--- src/rtl/logic_axi4_lite_pkg.sv ---
// logic_axi4_lite_pkg: shared AXI4-Lite channel types.
// access_t carries AxPROT, response_t carries BRESP/RRESP.
package logic_axi4_lite_pkg;

  typedef struct packed {
    logic instr;
    logic nonsecure;
    logic privileged;
  } access_t;

  typedef enum logic [1:0] {
    RESP_OKAY   = 2'b00,
    RESP_EXOKAY = 2'b01,
    RESP_SLVERR = 2'b10,
    RESP_DECERR = 2'b11
  } response_t;

endpackage

--- src/rtl/logic_axi4_lite_queue_pkg.sv ---
// logic_axi4_lite_queue_pkg: outstanding-counter width helper
// and parameter legality check for logic_axi4_lite_queue.
package logic_axi4_lite_queue_pkg;

  function automatic int count_width(input int max_val);
    return $clog2(max_val + 1);
  endfunction

  function automatic bit params_legal(
    input int data_bytes,
    input int addr_w,
    input int aw_d,
    input int w_d,
    input int b_d,
    input int ar_d,
    input int r_d,
    input int max_w,
    input int max_r
  );
    return (data_bytes >= 1) && (addr_w >= 1) &&
           (aw_d >= 1) && (w_d >= 1) && (b_d >= 1) &&
           (ar_d >= 1) && (r_d >= 1) &&
           (max_w >= 1) && (max_r >= 1);
  endfunction

endpackage

--- src/rtl/logic_axi4_lite_queue_fifo.sv ---
// logic_axi4_lite_queue_fifo: registered valid/ready sync FIFO.
// Ports: clk, rst_n (sync, low), in_*, out_*; level (STATUS_EN).
// Optional: LOGIC_AXI4_LITE_QUEUE_STATUS_EN adds the level output.
module logic_axi4_lite_queue_fifo #(
  parameter int WIDTH = 1,
  parameter int DEPTH = 2
) (
  input  logic             clk,
  input  logic             rst_n,
  input  logic             in_valid,
  output logic             in_ready,
  input  logic [WIDTH-1:0] in_data,
  output logic             out_valid,
  input  logic             out_ready,
  output logic [WIDTH-1:0] out_data
`ifdef LOGIC_AXI4_LITE_QUEUE_STATUS_EN
  ,
  output logic [$clog2(DEPTH+1)-1:0] level
`endif
);

  localparam int PW = (DEPTH > 1) ? $clog2(DEPTH) : 1;
  localparam int LW = $clog2(DEPTH + 1);

  logic [WIDTH-1:0] mem [DEPTH];
  logic [PW-1:0]    wr_ptr;
  logic [PW-1:0]    rd_ptr;
  logic [LW-1:0]    count;
  logic             full;
  logic             empty;
  logic             push;
  logic             pop;

  // Explicit compare-and-clear so non-power-of-2 depths wrap.
  function automatic logic [PW-1:0] wrap_inc(
    input logic [PW-1:0] p
  );
    return (p == PW'(DEPTH - 1)) ? '0 : p + 1'b1;
  endfunction

  assign full      = (count == LW'(DEPTH));
  assign empty     = (count == '0);
  // Gated by reset so handshakes stay low while held in reset.
  assign in_ready  = rst_n & ~full;
  assign out_valid = rst_n & ~empty;
  assign push      = in_valid & in_ready;
  assign pop       = out_valid & out_ready;
  assign out_data  = mem[rd_ptr];

  always_ff @(posedge clk) begin
    if (!rst_n) begin
      wr_ptr <= '0;
      rd_ptr <= '0;
      count  <= '0;
    end else begin
      if (push) wr_ptr <= wrap_inc(wr_ptr);
      if (pop)  rd_ptr <= wrap_inc(rd_ptr);
      if (push && !pop)      count <= count + 1'b1;
      else if (pop && !push) count <= count - 1'b1;
    end
  end

  always_ff @(posedge clk) begin
    if (push) mem[wr_ptr] <= in_data;
  end

`ifdef LOGIC_AXI4_LITE_QUEUE_STATUS_EN
  assign level = rst_n ? count : '0;
`endif

endmodule

--- src/rtl/logic_axi4_lite_queue.sv ---
// logic_axi4_lite_queue: AXI4-Lite queue, one FIFO per channel,
// AW/AR acceptance limited by outstanding write/read counters.
// Ports: aclk, areset_n (sync, low), slave_* upstream side,
// master_* downstream side. LOGIC_AXI4_LITE_QUEUE_STATUS_EN adds
// write_/read_outstanding and per-FIFO *_level outputs.
module logic_axi4_lite_queue
  import logic_axi4_lite_pkg::*;
  import logic_axi4_lite_queue_pkg::*;
#(
  parameter int DATA_BYTES    = 4,
  parameter int ADDRESS_WIDTH = 1,
  parameter int AW_DEPTH      = 2,
  parameter int W_DEPTH       = 2,
  parameter int B_DEPTH       = 2,
  parameter int AR_DEPTH      = 2,
  parameter int R_DEPTH       = 2,
  parameter int MAX_WRITES    = 4,
  parameter int MAX_READS     = 4
) (
  input  logic                     aclk,
  input  logic                     areset_n,
  input  logic                     slave_awvalid,
  output logic                     slave_awready,
  input  logic [ADDRESS_WIDTH-1:0] slave_awaddr,
  input  logic [2:0]               slave_awprot,
  input  logic                     slave_wvalid,
  output logic                     slave_wready,
  input  logic [8*DATA_BYTES-1:0]  slave_wdata,
  input  logic [DATA_BYTES-1:0]    slave_wstrb,
  output logic                     slave_bvalid,
  input  logic                     slave_bready,
  output logic [1:0]               slave_bresp,
  input  logic                     slave_arvalid,
  output logic                     slave_arready,
  input  logic [ADDRESS_WIDTH-1:0] slave_araddr,
  input  logic [2:0]               slave_arprot,
  output logic                     slave_rvalid,
  input  logic                     slave_rready,
  output logic [8*DATA_BYTES-1:0]  slave_rdata,
  output logic [1:0]               slave_rresp,
  output logic                     master_awvalid,
  input  logic                     master_awready,
  output logic [ADDRESS_WIDTH-1:0] master_awaddr,
  output logic [2:0]               master_awprot,
  output logic                     master_wvalid,
  input  logic                     master_wready,
  output logic [8*DATA_BYTES-1:0]  master_wdata,
  output logic [DATA_BYTES-1:0]    master_wstrb,
  input  logic                     master_bvalid,
  output logic                     master_bready,
  input  logic [1:0]               master_bresp,
  output logic                     master_arvalid,
  input  logic                     master_arready,
  output logic [ADDRESS_WIDTH-1:0] master_araddr,
  output logic [2:0]               master_arprot,
  input  logic                     master_rvalid,
  output logic                     master_rready,
  input  logic [8*DATA_BYTES-1:0]  master_rdata,
  input  logic [1:0]               master_rresp
`ifdef LOGIC_AXI4_LITE_QUEUE_STATUS_EN
  ,
  output logic [$clog2(MAX_WRITES+1)-1:0] write_outstanding,
  output logic [$clog2(MAX_READS+1)-1:0]  read_outstanding,
  output logic [$clog2(AW_DEPTH+1)-1:0]   aw_level,
  output logic [$clog2(W_DEPTH+1)-1:0]    w_level,
  output logic [$clog2(B_DEPTH+1)-1:0]    b_level,
  output logic [$clog2(AR_DEPTH+1)-1:0]   ar_level,
  output logic [$clog2(R_DEPTH+1)-1:0]    r_level
`endif
);

  localparam int DW  = 8 * DATA_BYTES;
  localparam int AXW = ADDRESS_WIDTH + 3;
  localparam int WW  = DW + DATA_BYTES;
  localparam int RW  = DW + 2;
  localparam int WCW = count_width(MAX_WRITES);
  localparam int RCW = count_width(MAX_READS);

  if (!params_legal(DATA_BYTES, ADDRESS_WIDTH, AW_DEPTH, W_DEPTH,
                    B_DEPTH, AR_DEPTH, R_DEPTH, MAX_WRITES,
                    MAX_READS)) begin : g_bad_params
    $error("logic_axi4_lite_queue: illegal parameters");
  end

  logic [AXW-1:0] aw_q;
  logic [WW-1:0]  w_q;
  logic [RW-1:0]  r_q;
  logic [AXW-1:0] ar_q;
  access_t        aw_prot;
  access_t        ar_prot;
  response_t      b_resp;
  response_t      r_resp;
  logic [1:0]     b_q;

  logic           aw_in_ready;
  logic           ar_in_ready;
  logic [WCW-1:0] wr_count;
  logic [RCW-1:0] rd_count;
  logic           wr_room;
  logic           rd_room;
  logic           aw_push;
  logic           b_pop;
  logic           ar_push;
  logic           r_pop;

  assign wr_room       = (wr_count != WCW'(MAX_WRITES));
  assign rd_room       = (rd_count != RCW'(MAX_READS));
  assign slave_awready = aw_in_ready & wr_room;
  assign slave_arready = ar_in_ready & rd_room;
  assign aw_push       = slave_awvalid & slave_awready;
  assign ar_push       = slave_arvalid & slave_arready;
  assign b_pop         = slave_bvalid & slave_bready;
  assign r_pop         = slave_rvalid & slave_rready;

  logic_axi4_lite_queue_fifo #(.WIDTH(AXW), .DEPTH(AW_DEPTH)) u_aw (
    .clk       (aclk),
    .rst_n     (areset_n),
    .in_valid  (slave_awvalid & wr_room),
    .in_ready  (aw_in_ready),
    .in_data   ({slave_awaddr, slave_awprot}),
    .out_valid (master_awvalid),
    .out_ready (master_awready),
    .out_data  (aw_q)
`ifdef LOGIC_AXI4_LITE_QUEUE_STATUS_EN
    ,
    .level     (aw_level)
`endif
  );

  logic_axi4_lite_queue_fifo #(.WIDTH(WW), .DEPTH(W_DEPTH)) u_w (
    .clk       (aclk),
    .rst_n     (areset_n),
    .in_valid  (slave_wvalid),
    .in_ready  (slave_wready),
    .in_data   ({slave_wdata, slave_wstrb}),
    .out_valid (master_wvalid),
    .out_ready (master_wready),
    .out_data  (w_q)
`ifdef LOGIC_AXI4_LITE_QUEUE_STATUS_EN
    ,
    .level     (w_level)
`endif
  );

  logic_axi4_lite_queue_fifo #(.WIDTH(2), .DEPTH(B_DEPTH)) u_b (
    .clk       (aclk),
    .rst_n     (areset_n),
    .in_valid  (master_bvalid),
    .in_ready  (master_bready),
    .in_data   (master_bresp),
    .out_valid (slave_bvalid),
    .out_ready (slave_bready),
    .out_data  (b_q)
`ifdef LOGIC_AXI4_LITE_QUEUE_STATUS_EN
    ,
    .level     (b_level)
`endif
  );

  logic_axi4_lite_queue_fifo #(.WIDTH(AXW), .DEPTH(AR_DEPTH)) u_ar (
    .clk       (aclk),
    .rst_n     (areset_n),
    .in_valid  (slave_arvalid & rd_room),
    .in_ready  (ar_in_ready),
    .in_data   ({slave_araddr, slave_arprot}),
    .out_valid (master_arvalid),
    .out_ready (master_arready),
    .out_data  (ar_q)
`ifdef LOGIC_AXI4_LITE_QUEUE_STATUS_EN
    ,
    .level     (ar_level)
`endif
  );

  logic_axi4_lite_queue_fifo #(.WIDTH(RW), .DEPTH(R_DEPTH)) u_r (
    .clk       (aclk),
    .rst_n     (areset_n),
    .in_valid  (master_rvalid),
    .in_ready  (master_rready),
    .in_data   ({master_rdata, master_rresp}),
    .out_valid (slave_rvalid),
    .out_ready (slave_rready),
    .out_data  (r_q)
`ifdef LOGIC_AXI4_LITE_QUEUE_STATUS_EN
    ,
    .level     (r_level)
`endif
  );

  assign {master_awaddr, aw_prot}    = aw_q;
  assign {master_wdata, master_wstrb} = w_q;
  assign {master_araddr, ar_prot}    = ar_q;
  assign b_resp        = response_t'(b_q);
  assign r_resp        = response_t'(r_q[1:0]);
  assign slave_rdata   = r_q[RW-1:2];
  assign master_awprot = aw_prot;
  assign master_arprot = ar_prot;
  assign slave_bresp   = b_resp;
  assign slave_rresp   = r_resp;

  // Simultaneous accept and retire leaves the count unchanged.
  always_ff @(posedge aclk) begin
    if (!areset_n) begin
      wr_count <= '0;
    end else if (aw_push && !b_pop) begin
      wr_count <= wr_count + 1'b1;
    end else if (b_pop && !aw_push && wr_count != '0) begin
      wr_count <= wr_count - 1'b1;
    end
  end

  always_ff @(posedge aclk) begin
    if (!areset_n) begin
      rd_count <= '0;
    end else if (ar_push && !r_pop) begin
      rd_count <= rd_count + 1'b1;
    end else if (r_pop && !ar_push && rd_count != '0) begin
      rd_count <= rd_count - 1'b1;
    end
  end

  always_ff @(posedge aclk) begin
    if (areset_n && b_pop)
      assert (wr_count != '0)
        else $error("B handshake with no outstanding write");
    if (areset_n && r_pop)
      assert (rd_count != '0)
        else $error("R handshake with no outstanding read");
  end

`ifdef LOGIC_AXI4_LITE_QUEUE_STATUS_EN
  assign write_outstanding = areset_n ? wr_count : '0;
  assign read_outstanding  = areset_n ? rd_count : '0;
`endif

endmodule

--- config.mk ---
export PLATFORM = sky130hd
export DESIGN_NAME = logic_axi4_lite_queue
export DESIGN_NICKNAME = d
export VERILOG_FILES = /design/src/rtl/logic_axi4_lite_pkg.sv /design/src/rtl/logic_axi4_lite_queue_pkg.sv /design/src/rtl/logic_axi4_lite_queue_fifo.sv /design/src/rtl/logic_axi4_lite_queue.sv
export SDC_FILE = /design/constraint.sdc
export NUM_CORES = 1
export LEC_CHECK = 0
export CAP_MARGIN = 20
export CORE_MARGIN = 2
export CORE_UTILIZATION = 40
export CTS_CLUSTER_SIZE = 28
export DETAILED_ROUTE_END_ITERATION = 10
export MAX_ROUTING_LAYER = met4
export PLACE_DENSITY = 0.67
export SKIP_CTS_REPAIR_TIMING = 1
export SLEW_MARGIN = 20
export SYNTH_ARGS = -nofsm -noshare
export SYNTH_HDL_FRONTEND = slang
export SYNTH_HIERARCHICAL = 1
export SYNTH_SLANG_ARGS = --single-unit
--- constraint.sdc ---
create_clock -name aclk -period 3.2 [get_ports aclk]
set_input_delay 0.64 -clock aclk [delete_from_list [all_inputs] [get_ports aclk]]
set_output_delay 0.64 -clock aclk [all_outputs]
set_load 0.02 [all_outputs]
==> results.txt, run 1 <==
----------------------------------------------------
[Synth]
  Share of synthesized area spent on multiplexers ... 11.9%
  Fraction of the yosys area taken by sequential cells ... 71.8%
  Number of warnings printed during yosys synthesis ... 6
  Syn nets ... 552
  Largest cells by area after synthesis ... sky130_fd_sc_hd__edfxtp_1, sky130_fd_sc_hd__mux2_2, sky130_fd_sc_hd__dfxtp_1, sky130_fd_sc_hd__and2_1, sky130_fd_sc_hd__xnor2_1
  Mean post-synth cell area ... ~17 um^2
  Synth area leader ... sky130_fd_sc_hd__edfxtp_1
  Fraction of synthesized cell area in xor and xnor cells ... roughly 2.2%
  Simple-gate share of the synthesized area ... 6.95%
  Flops & latches, synth ... between 150 and 200
  Area of the mapped netlist ... 0.00756 mm^2
  Distinct cell type count after synthesis ... 36
  Adder-Cell Fraction of Synth Area ... 1.36%
  Number of standard cells after synthesis ... 453
  Combinational family with the most area after synthesis ... multiplexers
  Synth top area share ... 63.6%
  Complex-gate fraction of the synthesized area ... 4.57%

[Pwr]
  Power density relative to cell area ... 653 mW/mm^2
  Max IR drop VDD ... 0.000337 V
  Fraction of power spent switching nets ... 27.3%
  Sequential share of power ... 44.9%
  Total leakage power ... 3.57 nW
  Net switching component of the power ... 1.85 mW
  Share of total power in combinational logic ... 23.6%
  Part of the total power dissipated in the clock network ... 31.5%
  Pint ... 4.91 mW

[Setup path]
  Worst Path Class, Setup ... input port to output port
  Worst r2r dst ... rd_count[2]
  Worst R2R Start ... u_ar/count[0]
  Worst Setup End Kind ... output port
  Highest fanout seen on the critical path ... 11
  Worst-case register-to-register setup slack ... between 1 and 1.5 ns
  Critical path startpoint category ... input port
  Arrival time at the worst endpoint ... 2.34 ns
  CP required ... 2.56 ns
  Depth of the worst register-to-register path ... 9

[STA]
  Post-Route Setup TNS ... 0 ns
  Final number of max-transition violations ... 0
  Max-slew headroom ... 66.3%
  Post-route worst hold slack ... between 0.5 and 0.6 ns
  Clock skew ... 0.0118 ns
  Total count of hold-check failures in the final report ... 0
  Final critical-path share of the clock period ... between 90% and 100%
  Total setup violations reported at the end of the flow ... 0
  Max Fclk ... approximately 0.34 GHz
  Setup repair after global routing missed its margin ... no
  Tightest Pin Transition ... 0.505 ns
  Post-layout minimum cycle time ... 2.98 ns

[Global routing]
  Via count of the first global-routing pass ... 4765
  Largest net degree at the start of global routing ... 37
  Remaining global-route overflow ... 0
  Total Routing Usage GR ... 15.6%
  Antenna violations before repair ... 0
  First-pass GRT wire length ... roughly 24 mm

[Drt]
  Count of nets left with antenna violations after detail routing ... 0
  Detailed-route via count ... ~4500
  Total wire length ... 15.0 mm
  Starting DRC count in detailed routing ... 200
  Count of TritonRoute iterations in the first routing pass ... 4
  Post-DR vias/cell ... 4.96
  Wirelength per Cell ... 16.6 um
  # DRC ... 0

[CTS]
  H-tree levels ... 4
  Cell chosen for the clock root ... sky130_fd_sc_hd__clkbuf_16
  Number of buffers created by CTS ... 17
  Clock network latency to the later pin of the worst-skew pair ... approximately 0.43 ns
  # clock sinks ... 191
  CTS tree ... done
  Clock edge transition at the registers on the reported setup and hold paths ... 0.07 ns
  Deepest clock path buffer count ... 2

[Worst hold path]
  Terminating pin of the worst hold path ... u_b/wr_ptr
  Origin of the worst min-delay path ... u_b/wr_ptr
  Hold path depth ... 2
  Hold crit path type ... flip-flop to flip-flop

[Floorplan]
  Top Ports ... between 150 and 200
  Vertical die dimension ... 141 um
  Die boundary width ... 141 um
  Core Box Area ... 0.0186 mm^2
  Initial Utilization ... 40.5%
  # rows ... 50
  Floorplan die area ... approximately 0.020 mm^2

[Placement]
  Port Buffers ... 181
  Detailed placer's ending HPWL ... between 10 and 15 mm
  Routability congestion estimate ... 0.733

[Finish]
  Layout fillers ... 1522
  Number of nets in the layout ... 757
  Area growth from synthesis to final layout ... 37.0%
  Share of cells above drive strength 1 ... 21.6%
  Number of inserted diodes ... 0

[Run]
  Number of max-capacitance violations reported ... 0

[Status]
  Result of the run ... finished clean

----------------------------------------------------
[final cells by class]
cell class | count | area, um^2 | area share [%]
clock buffers | 17 | 425 | 4.11
clock inverters | 15 | 178 | 1.72
inverters | 10 | 37.5 | 0.363
multi-input cells | 244 | 2060 | 19.9
flip-flops and latches | 191 | 5430 | 52.4
well taps | 234 | 293 | 2.83
repair buffers | 194 | 1930 | 18.7
[how the worst max path moves through the flow]
| stage | from | endpoint | slack (ns) | depth (start not counted) |
|---|---|---|---|---|
| finish | areset_n | slave_rvalid | 0.22 | 4 |
| global route | areset_n | slave_arready | 0.14 | 5 |
| CTS | areset_n | slave_rvalid | 0.22 | 4 |
| detailed placement | areset_n | rd_count[2] | 0.13 | 10 |
| global placement | areset_n | slave_arready | 0.23 | 5 |
| floorplan | slave_wvalid | u_w/mem[0][0] | 0.31 | 2 |
[registers in the layout, indices dropped and copies added (netlist names), 2 cells and up, named ones only]
register    cells
u_r/count       2
u_w/mem        72
wr_count        3
u_r/mem        68
u_aw/mem        8
u_aw/count      2
u_w/count       2
u_b/count       2
u_ar/count      2
rd_count        3
u_ar/mem        8
u_b/mem         4
[power by group through the flow]
stage          combinational, mW  sequential [mW]  clock (mW)
2_1_floorplan              0.951             3.06           0
3_3_place_gp                1.56             3.08           0
3_5_place_dp                1.61             3.09           0
4_1_cts                     1.62             3.04        2.20
5_1_grt                     1.72             3.06        2.29
6_report                    1.60             3.03        2.13
[synthesized netlist by cell type (all sizes together)]
master and number:
nand2 15, nand3 2, a211oi 2, a21o 4, fa 2, o41ai 2
and2 23, mux2 80, ha 5, inv 8, buf 8, o21a 3
a32o 2, a21oi 10, nor2 16, and3 3, a22o 2, or3 10
clkinv 2, xnor2 10, dfxtp 31, edfxtp 160, a21boi 6, nor2b 10
nor3 6, nand2b 3, a221oi 2, o21ai 15, nor4 2, xor2 9
[worst max-delay path: stages]
cell,delay (ns)
sky130_fd_sc_hd__clkdlybuf4s50_1,0.57
sky130_fd_sc_hd__buf_4,0.20
sky130_fd_sc_hd__o21a_1,0.27
sky130_fd_sc_hd__clkdlybuf4s50_1,0.65
[through the flow]
step / util [%] / cell area [um^2] / power, mW / worst slack, ns / cells
finish: 55.5 / 10400 / 6.76 / 0.221 / 905
global placement: 52.3 / 9750 / 4.64 / 0.231 / 873
CTS: 55.5 / 10400 / 6.85 / 0.217 / 905
detailed placement: 52.3 / 9750 / 4.70 / 0.130 / 873
global route: 55.5 / 10400 / 7.07 / 0.137 / 905
floorplan: - / 7560 / 4.01 / 0.309 / 453
[routing by layer]
layer  track usage, %  wire, um  up-vias
li1                 -         -     2128
met1             17.2      6010     2229
met3             3.51       668       24
met2             27.3      7970      106
met5                -         0        -
met4             6.63       366        0
[cell usage in the layout, fill, tap and decap left out, types with 11 or more instances in the layout]
master and n:
sky130_fd_sc_hd__nor2_1 14, sky130_fd_sc_hd__clkdlybuf4s50_1 181, sky130_fd_sc_hd__buf_4 11, sky130_fd_sc_hd__dfxtp_1 30
sky130_fd_sc_hd__o21ai_0 15, sky130_fd_sc_hd__edfxtp_1 160, sky130_fd_sc_hd__and2_1 22, sky130_fd_sc_hd__clkbuf_16 17
sky130_fd_sc_hd__mux2_2 80, sky130_fd_sc_hd__nand2_1 11
[logic make-up (layout without fill, tap and decap cells)]
group,after synthesis,in the layout
XOR/XNOR,19,19
flip-flops,191,191
buffers and inverters,18,236
AND/OR/NAND/NOR,90,90
adder cells (fa/ha/maj),7,7
multiplexers,80,80
AO/OA/AOI/OAI,48,48
Note: power is estimated with default switching activity, not from simulation.
==> run 2, diff against run 1 <==
Settings changed: CELL_PAD_IN_SITES_DETAIL_PLACEMENT set to 0, CELL_PAD_IN_SITES_GLOBAL_PLACEMENT set to 2, CORE_UTILIZATION 40 to 37, PLACE_DENSITY 0.67 to unset, PLACE_DENSITY_LB_ADDON set to 0.1.
Clock period 3.2 ns to 3.7 ns, I/O delays scaled along.
==> results.txt, run 2 (synthesis results as in run 1) <==
----------------------------------------------------
[Setup path]
  Arrival time at the worst endpoint ... 2.49 ns (was 2.34 ns)
  Sum of buffers and inverters on the critical path ... 3 (unchanged)
  Worst Path Class, Setup ... input port to output port (unchanged)
  Critical path startpoint category ... input port (unchanged)
  Worst Setup End Kind ... output port (unchanged)
  Worst r2r dst ... rd_count[2] (unchanged)
  Depth of the worst register-to-register path ... 9 (unchanged)
  Worst-path cell chain ... clkdlybuf4s50_1 -> buf_4 -> o21a_1 -> clkdlybuf4s50_1 (unchanged)
  Worst R2R Start ... u_ar/count[1] (was u_ar/count[0])
  Worst path slowest cell ... sky130_fd_sc_hd__clkdlybuf4s50_1 (unchanged)
  Capturing instance or port of the critical path ... slave_bvalid (was slave_rvalid)
  Start point of the critical path ... areset_n (unchanged)
  Worst stage delay on the critical path ... 0.65 ns (about the same)
  CP delay by family, top ... buffers and inverters (unchanged)
  Highest fanout seen on the critical path ... 20 (was 11)
  Cell repeated most along the worst path ... sky130_fd_sc_hd__clkdlybuf4s50_1 (unchanged)
  Cell count along the critical path ... 4 (unchanged)
  Worst-case register-to-register setup slack ... 1.58 ns (was 1.01 ns)
  CP required ... 2.96 ns (was 2.56 ns)

[Drt]
  Detailed-route via count ... 4398 (was 4487)
  Total wire length ... 15.4 mm (was 15.0 mm)
  Count of TritonRoute iterations in the first routing pass ... 4 (unchanged)
  Count of nets left with antenna violations after detail routing ... 0 (unchanged)
  Wirelength per Cell ... 16.4 um (was 16.6 um)
  Post-DR vias/cell ... 4.69 (was 4.96)
  # DRC ... 0 (unchanged)
  Starting DRC count in detailed routing ... 169 (was 200)

[Run]
  Number of max-capacitance violations reported ... 0 (unchanged)

[Floorplan]
  Top Ports ... 182 (unchanged)
  Vertical die dimension ... 147 um (was 141 um)
  Core Box Area ... 0.0202 mm^2 (was 0.0186 mm^2)
  Die boundary width ... 147 um (was 141 um)
  # rows ... 52 (was 50)
  Floorplan die area ... 0.0216 mm^2 (was 0.0200 mm^2)
  Initial Utilization ... 37.5% (was 40.5%)

[Placement]
  Port Buffers ... 181 (unchanged)
  Placed cell count ... 906 (was 873)
  Routability congestion estimate ... 0.705 (was 0.733)
  Detailed placer's ending HPWL ... 10.5 mm (was 10.3 mm)

[CTS]
  Clock network latency to the later pin of the worst-skew pair ... 0.43 ns (about the same)
  # clock sinks ... 191 (unchanged)
  Cell chosen for the clock root ... sky130_fd_sc_hd__clkbuf_16 (unchanged)
  CTS tree ... done (unchanged)
  Deepest clock path buffer count ... 2 (unchanged)
  H-tree levels ... 4 (unchanged)
  Number of buffers created by CTS ... 17 (unchanged)
  Clock edge transition at the registers on the reported setup and hold paths ... 0.07 ns (about the same)

[Finish]
  Number of cells in the finished layout apart from fillers ... 938 (was 905)
  Commonest non-fill, non-tap cells in the layout ... sky130_fd_sc_hd__clkdlybuf4s50_1, sky130_fd_sc_hd__edfxtp_1, sky130_fd_sc_hd__mux2_2, sky130_fd_sc_hd__dfxtp_1, sky130_fd_sc_hd__and2_1 (unchanged)
  Number of flip-flops in the largest register ... 72 (unchanged)
  Core occupancy in the finished layout ... 51.2% (was 55.5%)
  Share of cells above drive strength 1 ... 21.1% (was 21.6%)
  Top register by number of flip-flops ... u_w/mem (unchanged)
  Area growth from synthesis to final layout ... 36.7% (was 37.0%)
  Number of inserted diodes ... 0 (unchanged)
  Largest registers ... u_w/mem (72), u_r/mem (68) (unchanged)
  Most common cell after layout, fill and taps aside ... sky130_fd_sc_hd__clkdlybuf4s50_1 (unchanged)
  Number of nets in the layout ... 754 (was 757)

[STA]
  Clock skew ... 0.00779 ns (was 0.0118 ns)
  Post-route worst hold slack ... 0.493 ns (was 0.501 ns)
  Total setup violations reported at the end of the flow ... 0 (unchanged)
  Max-slew headroom ... 40.7% (was 66.3%)
  Post-Route Setup TNS ... 0 ns (unchanged)
  Tightest Pin Transition ... 0.882 ns (was 0.505 ns)
  Final critical-path share of the clock period ... between 80% and 90%
  Total count of hold-check failures in the final report ... 0 (unchanged)
  Post-layout minimum cycle time ... 3.23 ns
  Setup repair after global routing missed its margin ... no (unchanged)
  Max Fclk ... 0.310 GHz
  Final number of max-transition violations ... 0 (unchanged)

[Pwr]
  Max IR drop VDD ... 0.000309 V (was 0.000337 V)
  Power density relative to cell area ... 557 mW/mm^2 (was 653 mW/mm^2)
  Total leakage power ... 3.54 nW (was 3.57 nW)

[Global routing]
  Remaining global-route overflow ... 0 (unchanged)
  Largest net degree at the start of global routing ... 37 (unchanged)
  First-pass GRT wire length ... 24.2 mm (was 23.5 mm)
  Via count of the first global-routing pass ... 4689 (was 4765)
  Total Routing Usage GR ... 15.0% (was 15.6%)
  Antenna violations before repair ... 0 (unchanged)

[Worst hold path]
  Hold crit path type ... flip-flop to flip-flop (unchanged)

[Status]
  Result of the run ... finished clean (unchanged)

----------------------------------------------------
==> run 2: layer usage <==
metal / GRT usage [%] / wire length, um / vias up
met3: 3.29 / 617 / 18
met5: - / 0 / -
met1: 17.3 / 6460 / 2162
met2: 25.7 / 8010 / 97
li1: - / - / 2121
met4: 5.48 / 286 / 0
==> run 2: through the flow <==
stage | area [um^2] | power [mW] | setup WS (ns)
final | 10300 | 5.76 | 0.470
after global routing | 10300 | 6.03 | 0.377
after CTS | 10300 | 5.84 | 0.446
after detailed placement | 9760 | 4.05 | 0.455
after global placement | 9760 | 4.03 | 0.475
after floorplan | 7560 | 3.47 | 0.709
==> run 2: cell type report <==
type / instances / area, um^2
fill: 1708 / 9840
sequential: 191 / 5430
tap: 270 / 338
multi-input combinational: 244 / 2060
inverter: 10 / 37.5
timing repair buffer: 191 / 1900
clock buffer: 18 / 429
clock inverter: 14 / 143
==> run 2: worst min path at each step <==
stage | start | end | slack [ns] | cells after the start
final | u_b/wr_ptr | u_b/wr_ptr | 0.49 | 2
after floorplan | u_b/wr_ptr | u_b/wr_ptr | 0.47 | 2
after detailed placement | u_b/wr_ptr | u_b/wr_ptr | 0.49 | 2
after global placement | u_b/wr_ptr | u_b/wr_ptr | 0.48 | 2
after CTS | u_b/wr_ptr | u_b/wr_ptr | 0.50 | 2
after global routing | u_b/wr_ptr | u_b/wr_ptr | 0.55 | 2
==> run 2: where the power goes <==
part	internal (mW)	switching [mW]	total [mW]
combinational	0.706	0.644	1.35
sequential	2.52	0.124	2.64
clock	0.901	0.866	1.77
total	4.12	1.63	5.76
==> run 2: worst reg2reg max path, cell delays in order, from the launching register on <==
cell                       delay [ns]
sky130_fd_sc_hd__dfxtp_1         0.34
sky130_fd_sc_hd__nor2b_2         0.19
sky130_fd_sc_hd__nor2_1          0.20
sky130_fd_sc_hd__nand2_4         0.12
sky130_fd_sc_hd__a21oi_2         0.16
sky130_fd_sc_hd__nand2_1         0.09
sky130_fd_sc_hd__fa_1            0.41
sky130_fd_sc_hd__nor2b_1         0.16
sky130_fd_sc_hd__a22o_1          0.19
sky130_fd_sc_hd__a211oi_2        0.20
